`src/rtl/pattern_recorder_pkg.sv`:
```
// pattern_recorder_pkg: colour codes, recorder states and colour-to-LED one-hot helper
package pattern_recorder_pkg;
  typedef enum logic [1:0] {COL_B = 2'b00, COL_G = 2'b01, COL_R = 2'b10, COL_Y = 2'b11} color_e;
  typedef enum logic [1:0] {ST_IDLE = 2'b00, ST_RECORD = 2'b01, ST_READY = 2'b10} state_e;
  function automatic logic [3:0] color_onehot(logic [1:0] c);
    return 4'b0001 << c;
  endfunction
endpackage

```
`src/rtl/pattern_recorder_edge.sv`:
```
// pattern_recorder_edge: one-cycle pulse on each rising edge of the press level
module pattern_recorder_edge (
  input  logic clk_i,
  input  logic resetn_i,
  input  logic press_i,
  output logic rise_o
);
  logic press_q;
  // remember last cycle's press level
  always_ff @(posedge clk_i or negedge resetn_i)
    if (!resetn_i) press_q <= 1'b0;
    else press_q <= press_i;
  assign rise_o = press_i & ~press_q;
endmodule

```
`src/rtl/pattern_recorder.sv`:
```
// pattern_recorder: records player colour presses and replays them per read strobe; PATTERN_RECORDER_ECHO_EN adds LED echo
module pattern_recorder
  import pattern_recorder_pkg::*;
#(
  parameter int DEPTH = 8,
  localparam int LEN_W = $clog2(DEPTH + 1)
) (
  input  logic             clk_i,
  input  logic             resetn_i,
  input  logic             start_i,
  input  logic [1:0]       color_i,
  input  logic             press_i,
  input  logic             done_i,
  input  logic             rd_en_i,
  input  logic             rd_rst_i,
  output logic [1:0]       color_o,
  output logic             rd_last_o,
  output logic [LEN_W-1:0] length_o,
  output logic             rec_busy_o,
  output logic             seq_valid_o,
  output logic             full_o,
  output logic [3:0]       led_echo_o
);
  localparam int IDX_W = $clog2(DEPTH);
  localparam logic [LEN_W-1:0] MAX_LEN = LEN_W'(DEPTH);
  localparam logic [LEN_W-1:0] ONE = LEN_W'(1);
  state_e           state_q;
  logic [1:0]       mem_q [DEPTH];
  logic [LEN_W-1:0] len_q, rd_ptr_q;
  logic [1:0]       color_q;
  logic             last_q, full_q;
  logic             rise, wr_en, rd_wrap;
  pattern_recorder_edge u_edge (
    .clk_i    (clk_i),
    .resetn_i (resetn_i),
    .press_i  (press_i),
    .rise_o   (rise)
  );
  // start outranks a same-cycle press; writes stop at DEPTH with no wrap
  assign wr_en   = (state_q == ST_RECORD) && !start_i && rise && (len_q != MAX_LEN);
  assign rd_wrap = rd_ptr_q == len_q - ONE;
  // recorder FSM, sequence buffer and replay outputs
  always_ff @(posedge clk_i or negedge resetn_i) begin
    if (!resetn_i) begin
      state_q  <= ST_IDLE;
      len_q    <= '0;
      rd_ptr_q <= '0;
      color_q  <= '0;
      last_q   <= 1'b0;
      full_q   <= 1'b0;
      for (int i = 0; i < DEPTH; i++) mem_q[i] <= '0;
    end else if (start_i) begin
      state_q  <= ST_RECORD;
      len_q    <= '0;
      rd_ptr_q <= '0;
      color_q  <= '0;
      last_q   <= 1'b0;
      full_q   <= 1'b0;
    end else begin
      if (wr_en) begin
        mem_q[len_q[IDX_W-1:0]] <= color_i;
        len_q  <= len_q + ONE;
        full_q <= (len_q + ONE) == MAX_LEN;
      end
      if (state_q == ST_RECORD && done_i) begin
        state_q  <= (len_q != '0 || wr_en) ? ST_READY : ST_IDLE;
        rd_ptr_q <= '0;
      end
      if (state_q == ST_READY) begin
        if (rd_rst_i) rd_ptr_q <= '0;
        else if (rd_en_i) begin
          color_q  <= mem_q[rd_ptr_q[IDX_W-1:0]];
          last_q   <= rd_wrap;
          rd_ptr_q <= rd_wrap ? '0 : rd_ptr_q + ONE;
        end
      end
    end
  end
  assign color_o     = color_q;
  assign rd_last_o   = last_q;
  assign length_o    = len_q;
  assign full_o      = full_q;
  assign rec_busy_o  = state_q == ST_RECORD;
  assign seq_valid_o = state_q == ST_READY;
`ifdef PATTERN_RECORDER_ECHO_EN
  logic [3:0] led_q;
  // one-hot echo of the last accepted colour, cleared by start
  always_ff @(posedge clk_i or negedge resetn_i)
    if (!resetn_i) led_q <= '0;
    else if (start_i) led_q <= '0;
    else if (wr_en) led_q <= color_onehot(color_i);
  assign led_echo_o = led_q;
`else
  assign led_echo_o = 4'b0000;
`endif
endmodule
```
`config.mk`:
```
export PLATFORM = sky130hd
export DESIGN_NAME = pattern_recorder
export DESIGN_NICKNAME = d
export VERILOG_FILES = /design/src/rtl/pattern_recorder_pkg.sv /design/src/rtl/pattern_recorder_edge.sv /design/src/rtl/pattern_recorder.sv
export SDC_FILE = /design/constraint.sdc
export NUM_CORES = 1
export LEC_CHECK = 0
export CORE_AREA = 8 8 86 88
export CTS_CLUSTER_SIZE = 40
export DETAILED_ROUTE_END_ITERATION = 7
export DIE_AREA = 0 0 94 96
export SLEW_MARGIN = 10
export SYNTH_ARGS = -nofsm -noshare
export SYNTH_HDL_FRONTEND = slang
export SYNTH_HIERARCHICAL = 1
export SYNTH_SLANG_ARGS = --single-unit
```
`constraint.sdc`:
```
create_clock -name clk_i -period 5.8 [get_ports clk_i]
set_clock_uncertainty 0.15 [all_clocks]
set_input_delay 1.16 -clock clk_i [delete_from_list [all_inputs] [get_ports clk_i]]
set_output_delay 1.16 -clock clk_i [all_outputs]
set_load 0.02 [all_outputs]
```
==> results of run 1 <==
## registers in the layout, summed over array words and instances, names as in the netlist
signal and count:
color_o 2, full_o 1, length_o 4, mem_q 16, rd_last_o 1, rd_ptr_q 4, state_q 2, u_edge/press_q 1
## worst min path at each step
stage | from | end | slack [ns] | cells past startpoint
after global routing | mem_q[7] | mem_q[7] | 0.37 | 1
after CTS | mem_q[2] | mem_q[2] | 0.36 | 1
final | mem_q[8] | mem_q[8] | 0.35 | 1
after global placement | mem_q[2] | mem_q[2] | 0.34 | 1
after detailed placement | mem_q[2] | mem_q[2] | 0.34 | 1
after floorplan | mem_q[10] | mem_q[10] | 0.32 | 1
## logic make-up after synthesis
group / Yosys count / synth area share, %
multiplexers: 23 / 17.4
AND/OR/NAND/NOR: 49 / 16.4
buffers and inverters: 14 / 5.26
XOR/XNOR: 7 / 4.32
flip-flops: 31 / 44.6
adder cells (fa/ha/maj): 4 / 2.88
other: 1 / 0.216
AO/OA/AOI/OAI: 20 / 8.93
## layout by cell type (no fill, tap or decap), types with 4 or more instances in the layout
cell | synthesis | final
nand3_1 | 8 | 8
nand2_1 | 8 | 8
ha_1 | 4 | 4
mux2_2 | 17 | 17
dfrtp_1 | 31 | 31
nor3_1 | 5 | 5
clkbuf_8 | 0 | 5
mux4_2 | 4 | 4
nor2_1 | 13 | 13
clkdlybuf4s50_1 | 0 | 18
conb_1 | 1 | 4
xnor2_1 | 4 | 4
## final cells by class
cell class | instances | area (µm²) | share of cell area, %
flip-flops and latches | 31 | 776 | 38.3
repair buffers | 19 | 188 | 9.26
clock buffers | 6 | 72.6 | 3.58
inverters | 3 | 11.3 | 0.556
well taps | 77 | 96.3 | 4.76
multi-input cells | 107 | 882 | 43.5
## cells in the mapped netlist (2+ instances only)
library cell / instances
dfrtp_1: 31
mux2_2: 17
nor2_1: 13
nand2_1: 8
nand3_1: 8
nor3_1: 5
buf_4: 4
ha_1: 4
mux4_2: 4
xnor2_1: 4
a21o_1: 3
a21oi_1: 3
buf_6: 3
inv_1: 3
nand2b_1: 3
o21ai_0: 3
a211oi_1: 2
and2b_2: 2
clkbuf_1: 2
mux2i_1: 2
nand3b_1: 2
o2111ai_1: 2
xor2_1: 2
## critical path, cell delays in order
cell             delay (ns)
clkdlybuf4s50_1        0.64
nand4bb_4              0.36
a211oi_4               0.31
nand2_1                0.15
mux2_2                 0.29
## power by group
part           internal (µW)  total, µW  switching [µW]  leakage [µW]
Clock                   79.7        152            72.1     0.0000371
Sequential               226        235            8.36      0.000421
Combinational           30.0       57.8            27.8      0.000436
## through the flow
stage	worst slack (ns)	total power [µW]	instance area, µm²
floorplan	3.40	276	1750
finish	2.88	444	2030
CTS	2.87	451	2030
global route	2.75	467	2030
global placement	2.60	297	1950
detailed placement	2.59	298	1950
## per-layer routing
| layer | global-route usage (%) | vias to the layer above | wire length (µm) |
|---|---|---|---|
| li1 | - | 555 | - |
| met1 | 9.64 | 553 | 1540 |
| met2 | 13.5 | 25 | 1660 |
| met3 | 3.67 | 6 | 230 |
| met4 | 3.17 | 0 | 50 |
| met5 | 0 | - | 0 |
==> results.py, run 1 <==
metrics = {
    "outcome": {
        "status": "complete, no violations",
    },
    "synthesis": {
        "synth_seq_cells": 31,
        "syn_avg_cell_area_um2": 11.7,
        "yosysWarningCount": 6,
        "synth-edff-count": 0,
        "async_reset_ff_share_pct": 100,
        "yosys.area.top_type": "dfrtp_1",
        "ys_types": 42,
        "syn-cell-area_mm2": 0.00174,
        "synth-main-ff-cell": "dfrtp_1",
        "ys_seq_area_share_pct": 44.6,
        "netlist_top_cells_area": "dfrtp_1 (45%), mux2_2 (11%), mux4_2 (5.2%)",
        "synth.top_cell.area_share_pct": 44.6,
        "netlist_instances": 149,
    },
    "floorplanning": {
        "core_mm2": 0.00610,
        "ios": 23,
        "start_util_pct": 28.5,
        "num_rows": 29,
        "dieArea_mm2": 0.00902,
        "die_x_um": 94,
        "die_h_um": 96,
    },
    "worst_setup_path": {
        "path_max_fanout": 13,
        "crit_start": "start_i",
        "crit_path_end": "mem_q[12]",
        "critPathLaunchType": "input port",
        "worstSetupPathType": "input port to flip-flop",
        "cp.arrival_ns": 2.93,
        "r2r_end": "rd_ptr_q[3]",
        "crit_required_ns": 5.81,
        "ff2ff_setup_slack_ns": 3.60,
        "timing.rr.start": "length_o[0]",
        "reg2reg_depth": 6,
        "critPathCaptureType": "flip-flop",
    },
    "timing": {
        "timing.final.crit_share_pct": 50.3,
        "setup-tns-final_ns": 0,
        "setup_viol_count_final": 0,
        "rsz0062_at_grt": "false",
        "clock.fmax_ghz": 0.343,
        "hold_viol": 0,
        "final_max_slew_viol_count": 0,
        "fin_hold_ws_ns": 0.354,
        "period_minus_slack_ns": 2.92,
    },
    "clock_network": {
        "ctsResizeCount": 0,
        "cts_tree": "yes",
        "cts_sinks": 31,
        "clk_latency_ns": 0.28,
        "cts_hold_buf": 0,
        "path_clk_slew_ns": 0.05,
        "cts_root_buf": "clkbuf_8",
        "cts_buffer_depth": 2,
        "htreeDepth": 2,
        "post_cts_buffers": 0,
        "cts_inserted_buffers": 5,
    },
    "place": {
        "place_inst": 237,
        "dp_hpwl_mm": 2.59,
        "port_buffers": 18,
        "gp_congestion": 0.763,
    },
    "drt": {
        "dr.first_iter.drc_count": 33,
        "drcViolationCount": 0,
        "wirelength_mm": 3.48,
        "wl_per_cell_um": 14.3,
        "via_count": 1139,
        "ant_nets": 0,
        "drt_pass1_iterations": 4,
        "vias_per_cell": 4.69,
    },
    "layout": {
        "num-nets-final": 180,
        "n_antenna_cell": 0,
        "post-route-util_pct": 33.2,
        "drive_above_1_share_pct": 21.7,
        "fin_cells": 243,
        "synthToLayoutAreaGrowth_pct": 16.6,
        "fill_cells": 630,
    },
    "global_routing": {
        "grt_pass1_wl_mm": 5.89,
        "grt_pass1_vias": 1216,
        "grt_max_degree": 32,
        "antenna_found_initial": 0,
        "grt_usage_pct": 8.38,
        "overflow": 0,
    },
    "power_and_ir_drop": {
        "leakagePower_uw": 0.000894,
        "ir_drop_mv": 0.0733,
        "power_density_mw_per_mm2": 219,
    },
    "hold_path": {
        "min_path_type": "flip-flop to flip-flop",
    },
    "job": {
        "drv.max_cap_violation_count": 0,
    },
}
Note: power is estimated with default switching activity, not from simulation.
==> run 2, diff against run 1 <==
==> constraint.sdc (replaced) <==
create_clock -name clk_i -period 2.99 [get_ports clk_i]
set_clock_uncertainty 0.15 [all_clocks]
set_input_delay 0.598 -clock clk_i [delete_from_list [all_inputs] [get_ports clk_i]]
set_output_delay 0.598 -clock clk_i [all_outputs]
set_load 0.02 [all_outputs]
==> results.py, run 2 (synthesized netlist as in run 1, its figures left out) <==
metrics = {
    "drt": {
        "vias_per_cell": 4.76,
        "wl_per_cell_um": 14.6,
        "drt_pass1_iterations": 4,
        "via_count": 1172,
        "dr.first_iter.drc_count": 72,
        "wirelength_mm": 3.59,
        "drcViolationCount": 0,
        "ant_nets": 0,
    },
    "worst_setup_path": {
        "critPathCaptureType": "output pin",
        "crit_required_ns": 2.24,
        "cp.arrival_ns": 1.63,
        "worstSetupPathType": "flip-flop to output pin",
        "path_max_fanout": 7,
        "critPathLaunchType": "flip-flop",
    },
    "place": {
        "dp_hpwl_mm": 2.63,
        "postPlaceCellArea_mm2": 0.00196,
        "gp_congestion": 0.788,
        "port_buffers": 18,
        "dp_worst_setup_slack_ns": 0.525,
    },
    "clock_network": {
        "cts_inserted_buffers": 5,
        "cts_buffer_depth": 2,
        "ctsResizeCount": 0,
        "cts_tree": "yes",
        "cts_hold_buf": 0,
        "clk_latency_ns": 0.29,
        "htreeDepth": 2,
        "path_clk_slew_ns": 0.07,
        "cts_root_buf": "clkbuf_8",
        "cts_sinks": 31,
        "post_cts_buffers": 0,
    },
    "timing": {
        "setup_viol_count_final": 0,
        "worst_slack_ns": 0.616,
        "setup-tns-final_ns": 0,
        "rsz0062_at_grt": "false",
        "hold_viol": 0,
        "clock.fmax_ghz": 0.421,
        "final_max_slew_viol_count": 0,
        "timing.final.crit_share_pct": 79.4,
        "period_minus_slack_ns": 2.37,
    },
    "global_routing": {
        "grt_usage_pct": 8.68,
        "overflow": 0,
        "grt_pass1_wl_mm": 5.96,
        "antenna_found_initial": 0,
        "grt_max_degree": 32,
        "grt_pass1_vias": 1230,
    },
    "floorplanning": {
        "num_rows": 29,
        "start_util_pct": 28.5,
        "core_mm2": 0.00610,
        "die_x_um": 94,
        "dieArea_mm2": 0.00902,
        "ios": 23,
        "die_h_um": 96,
    },
    "layout": {
        "final_common_cell": "dfrtp_1",
        "drive_above_1_share_pct": 22.5,
        "top_register": "mem_q",
        "synthToLayoutAreaGrowth_pct": 17.5,
        "design_area_mm2": 0.00204,
        "most-common-layout-cells": "dfrtp_1 (31), clkdlybuf4s50_1 (18), mux2_2 (17)",
        "num-nets-final": 181,
        "n_antenna_cell": 0,
        "largest_reg_flops": 16,
    },
    "outcome": {
        "status": "complete, no violations",
    },
    "job": {
        "drv.max_cap_violation_count": 0,
    },
    "power_and_ir_drop": {
        "leakagePower_uw": 0.000904,
        "ir_drop_mv": 0.145,
        "power_density_mw_per_mm2": 438,
    },
    "hold_path": {
        "min_path_type": "flip-flop to flip-flop",
    },
}
==> run 2: cell count changes in the layout (fill, tap and decap cells not counted), sizes merged <==
| cell | before | now |
|---|---|---|
| buf | 1 | 2 |
| clkinv | 0 | 1 |
| clkbuf | 6 | 7 |
==> run 2: critical path, cell delays in order (launching register included) <==
cell,delay [ns]
dfrtp_1,0.46
and2b_2,0.27
clkdlybuf4s50_1,0.60
==> run 2: final timing paths <==
check                            start          end  slack, ns  depth (start not counted)
max reg2reg                length_o[0]  rd_ptr_q[2]       0.81                          6
max                         state_q[0]  seq_valid_o       0.62                          2
min in group asynchronous     resetn_i  length_o[2]       0.56                          2
max in group asynchronous     resetn_i     mem_q[3]       1.84                          2
min                           mem_q[9]     mem_q[9]       0.35                          1
min reg2reg                   mem_q[9]     mem_q[9]       0.35                          1
==> run 2: cell type report <==
| cell class | count | area [µm²] |
|---|---|---|
| Multi-Input combinational cell | 107 | 882 |
| Fill cell | 611 | 4050 |
| Inverter | 3 | 11.3 |
| Timing Repair Buffer | 20 | 195 |
| Sequential cell | 31 | 776 |
| Clock buffer | 7 | 76.3 |
| Tap cell | 77 | 96.3 |
| Clock inverter | 1 | 5.00 |
==> run 2: metal layers <==
metal | GRT usage [%] | vias up | wire length, µm
met5 | 0 | - | 0
met4 | 4.23 | 0 | 59
met3 | 3.59 | 7 | 232
met2 | 13.9 | 25 | 1690
met1 | 9.84 | 577 | 1610
li1 | - | 563 | -
==> run 2: through the flow <==
stage | utilization [%] | hold WS (ns) | cells | power (µW)
finish | 33.5 | 0.353 | 246 | 894
global route | 33.5 | 0.367 | 246 | 934
CTS | 33.5 | 0.357 | 246 | 908
detailed placement | 32.2 | 0.342 | 238 | 579
global placement | 32.2 | 0.334 | 238 | 578
floorplan | - | 0.152 | 152 | 535
==> run 2: power breakdown <==
group          switching, µW  total (µW)  leakage, µW  internal [µW]
registers               15.6         454     0.000421            439
logic                   55.9         115     0.000440           59.2
clock network            162         325    0.0000422            163
total                    233         894     0.000904            661
